--- config.mk ---
export PLATFORM = sky130hd
export DESIGN_NAME = reg_file_sb
export DESIGN_NICKNAME = d
export VERILOG_FILES = /design/src/rtl/reg_file_pkg.sv /design/src/rtl/reg_scoreboard.sv /design/src/rtl/reg_file_sb.sv
export SDC_FILE = /design/constraint.sdc
export NUM_CORES = 1
export LEC_CHECK = 0
export CELL_PAD_IN_SITES_DETAIL_PLACEMENT = 1
export CELL_PAD_IN_SITES_GLOBAL_PLACEMENT = 1
export CORE_ASPECT_RATIO = 0.6
export CORE_MARGIN = 1
export CORE_UTILIZATION = 53
export CTS_BUF_LIST = sky130_fd_sc_hd__clkbuf_16
export DETAILED_ROUTE_END_ITERATION = 7
export GPL_ROUTABILITY_DRIVEN = 0
export HOLD_SLACK_MARGIN = 0.08
export PLACE_DENSITY_LB_ADDON = 0.12
export SLEW_MARGIN = 20
export SYNTH_ARGS = -nofsm -noshare
export SYNTH_HDL_FRONTEND = slang
export SYNTH_SLANG_ARGS = --single-unit
export TNS_END_PERCENT = 5
--- constraint.sdc ---
create_clock -name clk -period 3.9 [get_ports clk]
set_input_delay 1.17 -clock clk [delete_from_list [all_inputs] [get_ports clk]]
set_output_delay 1.17 -clock clk [all_outputs]
set_load 0.005 [all_outputs]
--- src/rtl/reg_file_pkg.sv ---
`default_nettype none
// ------------------------------------------------------------------
// reg_file_pkg : default sizes and address-width helper for reg_file_sb
// Rev 1.0
// ------------------------------------------------------------------
package reg_file_pkg;

  localparam int REG_M   = 32;
  localparam int REG_N   = 8;
  localparam int REG_NRD = 2;

  function automatic int addr_w(input int m);
    return (m > 1) ? $clog2(m) : 1;
  endfunction

endpackage
`default_nettype wire

--- src/rtl/reg_scoreboard.sv ---
`default_nettype none
// ------------------------------------------------------------------
// reg_scoreboard : per-register busy bits, issue sets / writeback clears
// Rev 1.0
// ------------------------------------------------------------------
module reg_scoreboard
  import reg_file_pkg::*;
#(
  parameter int M   = REG_M,
  parameter int NRD = REG_NRD,
  parameter int AW  = addr_w(REG_M)
) (
  input  logic              clk,
  input  logic              nreset,
  input  logic              iss_en,
  input  logic [AW-1:0]     iss_addr,
  input  logic              clr_en,
  input  logic [AW-1:0]     clr_addr,
  input  logic [NRD*AW-1:0] rd_addr,
  output logic [NRD-1:0]    rd_busy,
  output logic              any_busy
);

  localparam logic [AW:0] c_m_lim = M[AW:0];

  logic [M-1:0] r_busy;
  logic         w_iss_ok;
  logic         w_clr_ok;

  assign w_iss_ok = iss_en && (iss_addr != '0) && ({1'b0, iss_addr} < c_m_lim);
  assign w_clr_ok = clr_en && (clr_addr != '0) && ({1'b0, clr_addr} < c_m_lim);

  // Issue is applied after clear so a same-cycle issue wins over the older writeback.
  always_ff @(posedge clk or negedge nreset) begin
    if (!nreset) begin
      r_busy <= '0;
    end else begin
      if (w_clr_ok) r_busy[clr_addr] <= 1'b0;
      if (w_iss_ok) r_busy[iss_addr] <= 1'b1;
    end
  end

  assign any_busy = |r_busy;

  generate
    for (genvar i = 0; i < NRD; i++) begin : g_lookup
      logic [AW-1:0] w_addr;
      logic          w_ok;
      assign w_addr     = rd_addr[i*AW +: AW];
      assign w_ok       = (w_addr != '0) && ({1'b0, w_addr} < c_m_lim);
      assign rd_busy[i] = w_ok ? r_busy[w_addr] : 1'b0;
    end
  endgenerate

endmodule
`default_nettype wire

--- src/rtl/reg_file_sb.sv ---
`default_nettype none
// ------------------------------------------------------------------
// reg_file_sb : M x N register file, NRD read ports, busy scoreboard
// Optional macro REG_FILE_SB_BYPASS_EN enables write-through bypass. Rev 1.0
// ------------------------------------------------------------------
module reg_file_sb
  import reg_file_pkg::*;
#(
  parameter int M   = REG_M,
  parameter int N   = REG_N,
  parameter int NRD = REG_NRD,
  localparam int AW = addr_w(M)
) (
  input  logic              clk,
  input  logic              nreset,
  input  logic [NRD*AW-1:0] rd_addr,
  output logic [NRD*N-1:0]  rd_data,
  output logic [NRD-1:0]    rd_busy,
  input  logic              wr_en,
  input  logic [AW-1:0]     wr_addr,
  input  logic [N-1:0]      wr_data,
  input  logic              iss_en,
  input  logic [AW-1:0]     iss_addr,
  output logic              any_busy
);

  localparam logic [AW:0] c_m_lim = M[AW:0];

  logic [N-1:0]   r_mem [M];
  logic           w_wr_ok;
  logic [NRD-1:0] w_sb_busy;

  assign w_wr_ok = wr_en && (wr_addr != '0) && ({1'b0, wr_addr} < c_m_lim);

  always_ff @(posedge clk or negedge nreset) begin
    if (!nreset) begin
      for (int j = 0; j < M; j++) r_mem[j] <= '0;
    end else if (w_wr_ok) begin
      r_mem[wr_addr] <= wr_data;
    end
  end

  reg_scoreboard #(
    .M   (M),
    .NRD (NRD),
    .AW  (AW)
  ) u_sb (
    .clk      (clk),
    .nreset   (nreset),
    .iss_en   (iss_en),
    .iss_addr (iss_addr),
    .clr_en   (wr_en),
    .clr_addr (wr_addr),
    .rd_addr  (rd_addr),
    .rd_busy  (w_sb_busy),
    .any_busy (any_busy)
  );

  generate
    for (genvar i = 0; i < NRD; i++) begin : g_rd
      logic [AW-1:0] w_addr;
      logic          w_ok;
      assign w_addr = rd_addr[i*AW +: AW];
      assign w_ok   = (w_addr != '0) && ({1'b0, w_addr} < c_m_lim);
`ifdef REG_FILE_SB_BYPASS_EN
      // Bypass is gated by nreset so outputs stay zero while reset is held.
      logic w_byp;
      assign w_byp = nreset && w_wr_ok && (wr_addr == w_addr);
      assign rd_data[i*N +: N] = w_byp ? wr_data : (w_ok ? r_mem[w_addr] : '0);
      assign rd_busy[i]        = ~w_byp & w_sb_busy[i];
`else
      assign rd_data[i*N +: N] = w_ok ? r_mem[w_addr] : '0;
      assign rd_busy[i]        = w_sb_busy[i];
`endif
    end
  endgenerate

endmodule
`default_nettype wire

Word level (Yosys, flattened, before mapping)
Cells that the tools add are included. Widths: inputs -> output; s select.

Output and inout bits: 19. Memories kept: 0. Flip-flop bits (word level): 288. ROM bits: 0. Latch bits: 0. Bits of input ports: 32. RAM bits: 0.

Shift operators: 0. $add $sub $neg: 0. Bitwise operators: 6. Divide/modulo/power cells: 0. Reduce and logical (&&, ||, !) cells: 10. $mul: 0. Equality and inequality tests: 0. Mux-type cells: 23. Magnitude comparators: 10.

Operators with widths (count): $bwmux 256 (1); $bmux 8 s5 (2); $mux 32 (2); $mux 8 (7); $demux 8 s5 (1); $and 32x32->32 (1); $not 32->32 (1); $or 32x32->32 (1); $reduce_or 32->1 (1); $lt 5x6->1 const B (4); $reduce_bool 5->1 (4); $ge 6x6->1 const B (3); $not 5->6 (3); $bmux 1 s5 (2); $demux 1 s5 (2); $ge 5x1->1 const B (2); $lt 6x1->1 const B (1); $mux 1 (6); $logic_and 1x1->1 (5).

Longest topological paths before layout
Gate-level depths: netlist of run 1.

Depth after elaboration: 9. Gate-level depth with buffers: 8.

Cells and area by module
Synthesis of run 1 repeated with hierarchy kept, for this count alone.

Cell total of the unflattened synthesis: 1198. Area, all modules: 16359.4 um^2.

By module, submodules not included: reg_file_sb (cells each 975, times used 1, area an instance 14312.5 um^2, seq. area each 6406.1 um^2); reg_scoreboard (cells each 223, times used 1, area an instance 2047.0 um^2, seq. area each 800.8 um^2).

Worst setup path before layout of run 1
OpenSTA, ideal clock, no wires.

Path type: input port to output port. From: input rd_addr[0]. To: output rd_busy[0]. Stages on the path: 6. Slack: 156 ps. Required time: 2730 ps. Arrival: 2574 ps. Path through: buf_6 -> buf_6 -> buf_2 -> mux4_2 -> a221oi_1 -> a211oi_1.

Longest elaborated chain between the ends: 3. Elaborated cells between the ends (all ways): 4. Those cells by class: mux (3); reduce/logical (1).

RTL lines: start: declaration (line reg_file_sb.sv:16) `input logic [NRD*AW-1:0] rd_addr,`; $bmux 1 s5 (line reg_scoreboard.sv:51) `assign rd_busy[i] = w_ok ? r_busy[w_addr] : 1'b0;`; $mux 1 (implied by the code) (line reg_scoreboard.sv:51); $mux 1 (*) (line reg_scoreboard.sv:51); end: declaration (line reg_file_sb.sv:18) `output logic [NRD-1:0] rd_busy,`.

Mark *: on every way between the ends. The rest lies on a longest branch, timed or not. The select of a mux whose other input is x is not followed.

Worst setup path after layout of run 1
From: input rd_addr[8]. To: output rd_data[12].

Longest elaborated chain between the ends: 5. Elaborated cells between the ends (all ways): 6. Those cells by class: mux (4); bitwise (1); reduce/logical (1).

RTL lines: $not 5->6 (implied by the code) (line reg_file_sb.sv:72) `assign rd_data[i*N +: N] = w_ok ? r_mem[w_addr] : '0;`; $bmux 8 s5 (line reg_file_sb.sv:72); $mux 8 (implied by the code) (2 in a row) (line reg_file_sb.sv:72); $mux 8 (*) (line reg_file_sb.sv:72); end: declaration (line reg_file_sb.sv:17) `output logic [NRD*N-1:0] rd_data,`.

Marked as above.

==> results of run 1 <==
cell type report:
class                           instances  area, um2  share of cell area
Clock buffer                           29        726              0.0368
Clock inverter                         25        173             0.00875
Inverter                                4       20.0             0.00101
Multi-Input combinational cell        720       8720               0.442
Sequential cell                       288       7210               0.365
Tap cell                              400        500              0.0254
Timing Repair Buffer                  222       2390               0.121
per-layer routing:
layer,up-vias,part of all wire,GRT usage
li1,4682,-,-
met1,6478,0.42,0.575
met2,777,0.45,0.604
met3,148,0.095,0.0884
met4,0,0.033,0.124
met5,-,0,0
timing repair:
action,in CTS,in global routing
gates cloned,6,0
buffers inserted,39,1
endpoints found under the setup margin,18,18
gates resized for setup,264,5
pin swaps,47,16
power breakdown:
part / switching, W / internal (W) / leakage (nW) / total [W]
registers: 0.000585 / 0.00356 / 3.68 / 0.00415
logic: 0.00104 / 0.00130 / 4.44 / 0.00234
clock network: 0.00129 / 0.00148 / 0.460 / 0.00278
total: 0.00292 / 0.00635 / 8.58 / 0.00926
critical path: cells and delay by family:
kind | cells | cell delay [ns]
buffers and inverters | 4 | 0.89
AND/OR/NAND/NOR | 1 | 0.15
AO/OA/AOI/OAI | 3 | 0.66
logic make-up after synthesis:
logic type	after synthesis
buffers and inverters	102
AOI/OAI and AO/OA	133
and+or+nand+nor	132
muxes	455
DFF	288
layout by cell type, fill, tap and decap left out, types with 6 or more instances in the layout:
master	count
sky130_fd_sc_hd__nor2_1	7
sky130_fd_sc_hd__and2_1	10
sky130_fd_sc_hd__a21oi_1	7
sky130_fd_sc_hd__nand2_1	25
sky130_fd_sc_hd__o21ai_0	22
sky130_fd_sc_hd__mux2_2	254
sky130_fd_sc_hd__clkinv_2	7
sky130_fd_sc_hd__o221ai_2	13
sky130_fd_sc_hd__nand2b_1	6
sky130_fd_sc_hd__buf_6	23
sky130_fd_sc_hd__nor4_1	8
sky130_fd_sc_hd__nor2b_1	7
sky130_fd_sc_hd__inv_1	6
sky130_fd_sc_hd__nand4_1	12
sky130_fd_sc_hd__mux2_4	11
sky130_fd_sc_hd__dfrtp_1	288
sky130_fd_sc_hd__buf_2	17
sky130_fd_sc_hd__a22o_1	11
sky130_fd_sc_hd__nor2_2	9
sky130_fd_sc_hd__mux4_2	100
sky130_fd_sc_hd__clkbuf_16	29
sky130_fd_sc_hd__clkinv_1	9
sky130_fd_sc_hd__a221o_1	6
sky130_fd_sc_hd__clkdlybuf4s50_1	20
sky130_fd_sc_hd__buf_12	29
sky130_fd_sc_hd__nand2_2	12
sky130_fd_sc_hd__buf_4	114
sky130_fd_sc_hd__a221oi_4	7
sky130_fd_sc_hd__mux2i_1	77
sky130_fd_sc_hd__a211oi_2	15
sky130_fd_sc_hd__a22oi_1	8
sky130_fd_sc_hd__mux4_1	7
sky130_fd_sc_hd__buf_16	10
through the flow:
step                utilization  worst slack (ns)
floorplan                     -             0.156
global placement          0.604            -0.996
detailed placement        0.604             -1.01
CTS                       0.678            -0.107
global route              0.679            -0.181
finish                    0.679            -0.149
registers in the layout, summed over array words and instances (netlist names):
name	flops
r_mem	256
u_sb.r_busy	32
worst paths after layout:
kind,start,endpoint,cells past startpoint
min in group asynchronous,nreset,r_mem[24],1
worst min register to register,r_mem[251],r_mem[251],0
max in group asynchronous,nreset,r_mem[188],2
worst min-delay path,r_mem[251],r_mem[251],0
worst max-delay path,rd_addr[8],rd_data[12],8
worst max register to register,r_mem[200],r_mem[200],1
==> flow_summary.rst, run 1 <==
.. list-table::
   :header-rows: 1

   * - Metric
     - Value
   * - Cell Rows
     - 48
   * - Fin. max-slew vios
     - 0
   * - Number of instances in the synthesized netlist
     - 1110
   * - Static leakage
     - 8.58 nW
   * - Synth async-reset ratio
     - 1.00
   * - Data arrival time of the critical path
     - 2.88 ns
   * - Number of buffers on the longest clock path
     - 3
   * - Post-synthesis instance area
     - 15900 um2
   * - Hold buffers post-CTS
     - 0
   * - Count of input and output buffers
     - 50
   * - Clock tree root driver cell
     - sky130_fd_sc_hd__clkbuf_16
   * - Master of the slowest instance on the critical path
     - sky130_fd_sc_hd__a2111oi_2
   * - Critical Path RT
     - 2.73 ns
   * - Setup_tns
     - -1.45 ns
   * - Number of antenna repair diodes
     - 0
   * - Share of post-route cells with drive strength above 1
     - 0.553
   * - Die H
     - 136 um
   * - Number of max-cap violations
     - 0
   * - Worst Setup Path Type
     - in2out
   * - Count of synthesis-stage warnings from yosys
     - 0
   * - Adder-cell share of the synthesized area
     - 0
   * - Fraction of post-synthesis cell area in the top cell type by area
     - 0.454
   * - Width of the die
     - 225 um
   * - Worst Hold Margin
     - 0.398 ns
   * - Combinational family with the most area after synthesis
     - multiplexers
   * - TritonCTS clock tree
     - built
   * - Final worst path period share
     - 1.04
   * - Fin worst setup slack
     - -0.149 ns
   * - Worst setup SP type
     - input pin
   * - Commonest cells in the netlist
     - sky130_fd_sc_hd__dfrtp_1 (288), sky130_fd_sc_hd__mux2_2 (265), sky130_fd_sc_hd__mux4_2 (92)
   * - Compound-gate portion of the synthesized area
     - 0.0644
   * - Num ports
     - 51
   * - Floorplan die area
     - 30700 um2
   * - Number of synthesized flops with an enable pin
     - 0
   * - Number of distinct library cells after synthesis
     - 52
   * - Total non-filler cell area in the finished layout
     - 19700 um2
   * - Worst slew pin tran
     - 0.877 ns
   * - Violation count after the first detailed-routing iteration
     - 1190
   * - Core outline area
     - 29100 um2
   * - First-pass GRT wire length
     - 88500 um
   * - Top cells by area in the synthesized netlist
     - sky130_fd_sc_hd__dfrtp_1 (45%), sky130_fd_sc_hd__mux2_2 (19%), sky130_fd_sc_hd__mux4_2 (13%)
   * - Failing checks
     - negative setup slack
   * - Average cell area after synthesis
     - 14.3 um2
   * - Initial antenna violation count
     - 0
   * - Area delta synth->final
     - 24.4%
   * - Max-Slew Margin vs Limit
     - 0.414
   * - Ratio of total power to cell area
     - 469 nW/um2
   * - Clock Sinks
     - 288
   * - Number of search-and-repair iterations in the first detailed-routing pass
     - 7
   * - Number of placed instances, taps included
     - 1595
   * - Pin count of the biggest net entering global routing
     - 95
   * - RSZ-0062 raised after global routing
     - yes
   * - Total length of routed wires
     - 58700 um
   * - Number of CTS-inserted buffers
     - 29
   * - Count of vias placed by the detailed router
     - 12085
   * - Post-DRT Antenna Nets
     - 0
   * - Wire length per cell after detailed routing
     - 34.8 um
   * - Seq/Total Area, Yosys
     - 0.454
   * - Status
     - complete, but fails checks
   * - Count leader, synth
     - sky130_fd_sc_hd__dfrtp_1
   * - Number of filler cells placed in the layout
     - 2633
   * - Final critical delay including setup and external delays
     - 4.05 ns
   * - Area leader, netlist
     - sky130_fd_sc_hd__dfrtp_1
   * - Area share of xor/xnor cells in the synthesized design
     - 0
   * - Share of cell area taken by muxes after synthesis
     - 0.396
   * - Dominant synthesized flop cell
     - sky130_fd_sc_hd__dfrtp_1
   * - Total global routing track utilization
     - 0.398
   * - Clock Latency Late Sink
     - 0.57 ns
   * - Worst hold path class
     - reg2reg
   * - Max rail drop VDD
     - 0.438 mV
   * - Highest cell delay on the worst timing path
     - 0.40 ns
   * - Number of global-route vias before repair
     - 12776
   * - Ordered list of cells on the worst path
     - clkdlybuf4s15_2, buf_4, nor2b_4, buf_6, a221o_1, a21oi_4, a2111oi_2, dlygate4sd2_1
   * - Number of H-tree branching levels
     - 1
   * - GRT Residual Overflow
     - 0
   * - Via/cell ratio
     - 7.16
   * - Synthesis-stage register bit count
     - 288
   * - Highest attainable clock frequency
     - 247 MHz
   * - Syn nets
     - 1142
   * - Critical path endpoint category
     - output pin
   * - DRC violation count after routing
     - 0
   * - Initial cell density of the core
     - 0.546
   * - HPWL reported at the end of detailed placement
     - 36200 um
   * - Overall power
     - 0.00926 W
   * - Maximum fanout along the worst path
     - 5
   * - Area after DPL
     - 17500 um2
   * - Final hold vios
     - 0
   * - Register-to-register setup slack
     - 3.03 ns
   * - Fin nets
     - 1297
   * - Final instance count without filler cells
     - 1688
   * - Simple-gate share of the synthesized area
     - 0.0503
   * - Clk pin slew, worst setup/hold paths
     - 0.07 ns
   * - Clock skew after layout
     - 0 ns
   * - Count of endpoints failing setup in the final report
     - 16
No activity file was read; power rests on OpenSTA's default activity.
==> run 2: changes to the inputs <==
CORE_UTILIZATION = 57   (was 53)
clock period = 4.9 ns   (was 3.9 ns; I/O delays follow)
==> run 2 against run 1 <==
Effect of this change:
- the run still ends with negative setup slack left
- non-clock buffer count is 49 lower
- clock-buffer cell count stayed put
- via count is 0.24% lower
- wire length is 1.3% higher
- total power is 20% lower
- cell count is 5.5% lower
- largest cell class unchanged
- largest power group unchanged
- highest routed layer unchanged
==> flow_summary.rst, run 2 (synthesis results as in run 1) <==
.. list-table::
   :header-rows: 1

   * - Metric
     - Value
   * - Post-DRT Antenna Nets
     - 0
   * - Number of buffers on the longest clock path
     - 3
   * - Leading cell types in the layout, fill and taps excluded
     - sky130_fd_sc_hd__dfrtp_1 (288), sky130_fd_sc_hd__mux2_2 (261), sky130_fd_sc_hd__buf_4 (97)
   * - First-pass GRT wire length
     - 85600 um
   * - Share of post-route cells with drive strength above 1
     - 0.511
   * - Comb power frac
     - 0.240
   * - Net Sw Frac
     - 0.313
   * - Clock tree root driver cell
     - sky130_fd_sc_hd__clkbuf_16
   * - Fin nets
     - 1247
   * - Initial cell density of the core
     - 0.590
   * - Beginning of the worst register-to-register path
     - u_sb.r_busy[21]
   * - Static leakage
     - 8.21 nW
   * - Floorplan die area
     - 28500 um2
   * - Most flop-heavy register
     - r_mem
   * - Start point of the worst min-delay path
     - r_mem[248]
   * - Cell Rows
     - 46
   * - Hold buffers post-CTS
     - 0
   * - Clock Latency Late Sink
     - 0.56 ns
   * - Fin. max-slew vios
     - 0
   * - Violation count after the first detailed-routing iteration
     - 1829
   * - Overall power
     - 0.00743 W
   * - Destination of the worst hold path
     - r_mem[248]
   * - Number of filler cells placed in the layout
     - 2343
   * - Final critical delay including setup and external delays
     - 5.17 ns
   * - Number of CTS-inserted buffers
     - 28
   * - Most common library cell in the layout ignoring fill and taps
     - sky130_fd_sc_hd__dfrtp_1
   * - Maximum fanout along the worst path
     - 11
   * - DRC violation count after routing
     - 0
   * - Wire length per cell after detailed routing
     - 37.3 um
   * - Max-Slew Margin vs Limit
     - 0.294
   * - Internal cell power
     - 0.00510 W
   * - Final hold vios
     - 0
   * - Clock skew after layout
     - 0 ns
   * - Clk pin slew, worst setup/hold paths
     - 0.06 ns
   * - Sequential cell fraction of total power
     - 0.449
   * - Die H
     - 131 um
   * - Switching power summed over all nets
     - 0.00233 W
   * - Pin count of the biggest net entering global routing
     - 98
   * - Multi-input gate area
     - 8520 um2
   * - Registers with the most flip-flops
     - r_mem: 256 flops, u_sb.r_busy: 32 flops
   * - Total length of routed wires
     - 59500 um
   * - Count of endpoints failing setup in the final report
     - 12
   * - Highest attainable clock frequency
     - 193 MHz
   * - Count of input and output buffers
     - 50
   * - Register-to-register setup slack
     - 4.00 ns
   * - Num ports
     - 51
   * - Status
     - complete, but fails checks
   * - Initial antenna violation count
     - 0
   * - Clk network pwr share
     - 0.311
   * - End-of-flow core utilization
     - 0.700
   * - Worst Setup Path Type
     - in2out
   * - Endpoint of the most critical register-to-register path
     - u_sb.r_busy[21]
   * - Critical path endpoint category
     - output pin
   * - Max rail drop VDD
     - 0.329 mV
   * - R2r worst-path depth
     - 2
   * - Worst hold stages
     - 0
   * - RSZ-0062 raised after global routing
     - yes
   * - Number of antenna repair diodes
     - 0
   * - Core outline area
     - 26900 um2
   * - Worst setup SP type
     - input pin
   * - Worst setup timing slack at the placement stage
     - -0.632 ns
   * - Worst hold path class
     - reg2reg
   * - TritonCTS clock tree
     - built
   * - Worst slew pin tran
     - 1.06 ns
   * - Area delta synth->final
     - 18.6%
   * - Number of H-tree branching levels
     - 1
   * - Fin worst setup slack
     - -0.269 ns
   * - Via/cell ratio
     - 7.56
   * - HPWL reported at the end of detailed placement
     - 36900 um
   * - Ratio of total power to cell area
     - 395 nW/um2
   * - Number of global-route vias before repair
     - 12665
   * - Total global routing track utilization
     - 0.408
   * - GRT Residual Overflow
     - 0
   * - Count of vias placed by the detailed router
     - 12056
   * - Critical Path RT
     - 3.43 ns
   * - Clock Sinks
     - 288
   * - Number of flip-flops under the largest register name
     - 256
   * - Number of search-and-repair iterations in the first detailed-routing pass
     - 6
   * - Area taken by flip-flops and latches
     - 7210 um2
   * - Width of the die
     - 217 um
   * - Failing checks
     - negative setup slack
   * - Data arrival time of the critical path
     - 3.70 ns
   * - Final worst path period share
     - 1.05
   * - Number of max-cap violations
     - 0
==> run 2: cell types whose count changed in the layout (fill, tap and decap cells not counted), moves of 6 or more <==
| cell | previous run | this run |
|---|---|---|
| sky130_fd_sc_hd__buf_16 | 10 | 1 |
| sky130_fd_sc_hd__mux2_4 | 11 | 4 |
| sky130_fd_sc_hd__clkdlybuf4s50_1 | 20 | 27 |
| sky130_fd_sc_hd__mux2_2 | 254 | 261 |
| sky130_fd_sc_hd__buf_2 | 17 | 7 |
| sky130_fd_sc_hd__buf_6 | 23 | 11 |
| sky130_fd_sc_hd__buf_4 | 114 | 97 |
| sky130_fd_sc_hd__buf_12 | 29 | 20 |
| sky130_fd_sc_hd__o221ai_1 | 2 | 8 |
==> run 2: worst max-delay path: stages <==
cell	delay, ns
sky130_fd_sc_hd__clkdlybuf4s15_2	0.22
sky130_fd_sc_hd__buf_4	0.15
sky130_fd_sc_hd__buf_4	0.22
sky130_fd_sc_hd__nor2b_2	0.25
sky130_fd_sc_hd__buf_4	0.27
sky130_fd_sc_hd__a221oi_2	0.13
sky130_fd_sc_hd__a211oi_2	0.31
sky130_fd_sc_hd__buf_4	0.18
sky130_fd_sc_hd__clkdlybuf4s50_1	0.50
==> run 2: worst max-delay path by stage <==
stage	start	to	slack (ns)	depth (start not counted)
floorplan	rd_addr[0]	rd_busy[0]	0.56	6
global placement	rd_addr[3]	rd_data[2]	-0.59	7
detailed placement	rd_addr[3]	rd_data[0]	-0.63	7
CTS	rd_addr[0]	rd_data[1]	-0.16	8
global route	rd_addr[6]	rd_data[10]	-0.28	9
finish	rd_addr[3]	rd_data[6]	-0.27	9
==> run 2: cell type report <==
class	instances	share of cell area
Tap cell	360	0.0239
Inverter	4	0.000864
Timing Repair Buffer	173	0.0905
Clock buffer	29	0.0385
Multi-Input combinational cell	720	0.453
Sequential cell	288	0.383
Clock inverter	21	0.0107
==> run 2: power by group through the flow <==
| stage | Combinational, W | Sequential, W | Clock, W |
|---|---|---|---|
| 2_1_floorplan | 0.00109 | 0.00310 | 0 |
| 3_3_place_gp | 0.00150 | 0.00324 | 0 |
| 3_5_place_dp | 0.00158 | 0.00329 | 0 |
| 4_1_cts | 0.00168 | 0.00327 | 0.00229 |
| 5_1_grt | 0.00186 | 0.00336 | 0.00240 |
| 6_report | 0.00178 | 0.00334 | 0.00231 |
==> run 2: through the flow <==
step	cell area [um2]	setup TNS, ns	hold slack [ns]	std cells
finish	18800	-1.64	0.414	1595
floorplan	15900	0	0.438	1110
detailed placement	17400	-9.31	0.393	1543
global placement	17400	-8.92	0.381	1543
CTS	18700	-1.49	0.410	1595
global route	18800	-2.14	0.426	1595
==> run 2: metal layers <==
metal,routed length (um),GRT usage,vias up
met3,6250,0.115,225
met5,0,0,-
met1,23800,0.586,6315
met2,26600,0.597,948
li1,-,-,4568
met4,2750,0.140,0
==> run 2: repair_timing <==
action,4_1_cts,5_1_grt
gates resized for setup,88,41
pin swaps,7,7
setup buffers,2,1
endpoints found under the setup margin,18,14
==> run 3: changes to the inputs <==
HOLD_SLACK_MARGIN = not set   (was 0.08)
==> results of run 3 <==
The final DEF is identical to that of run 2; final timing and power are the same.
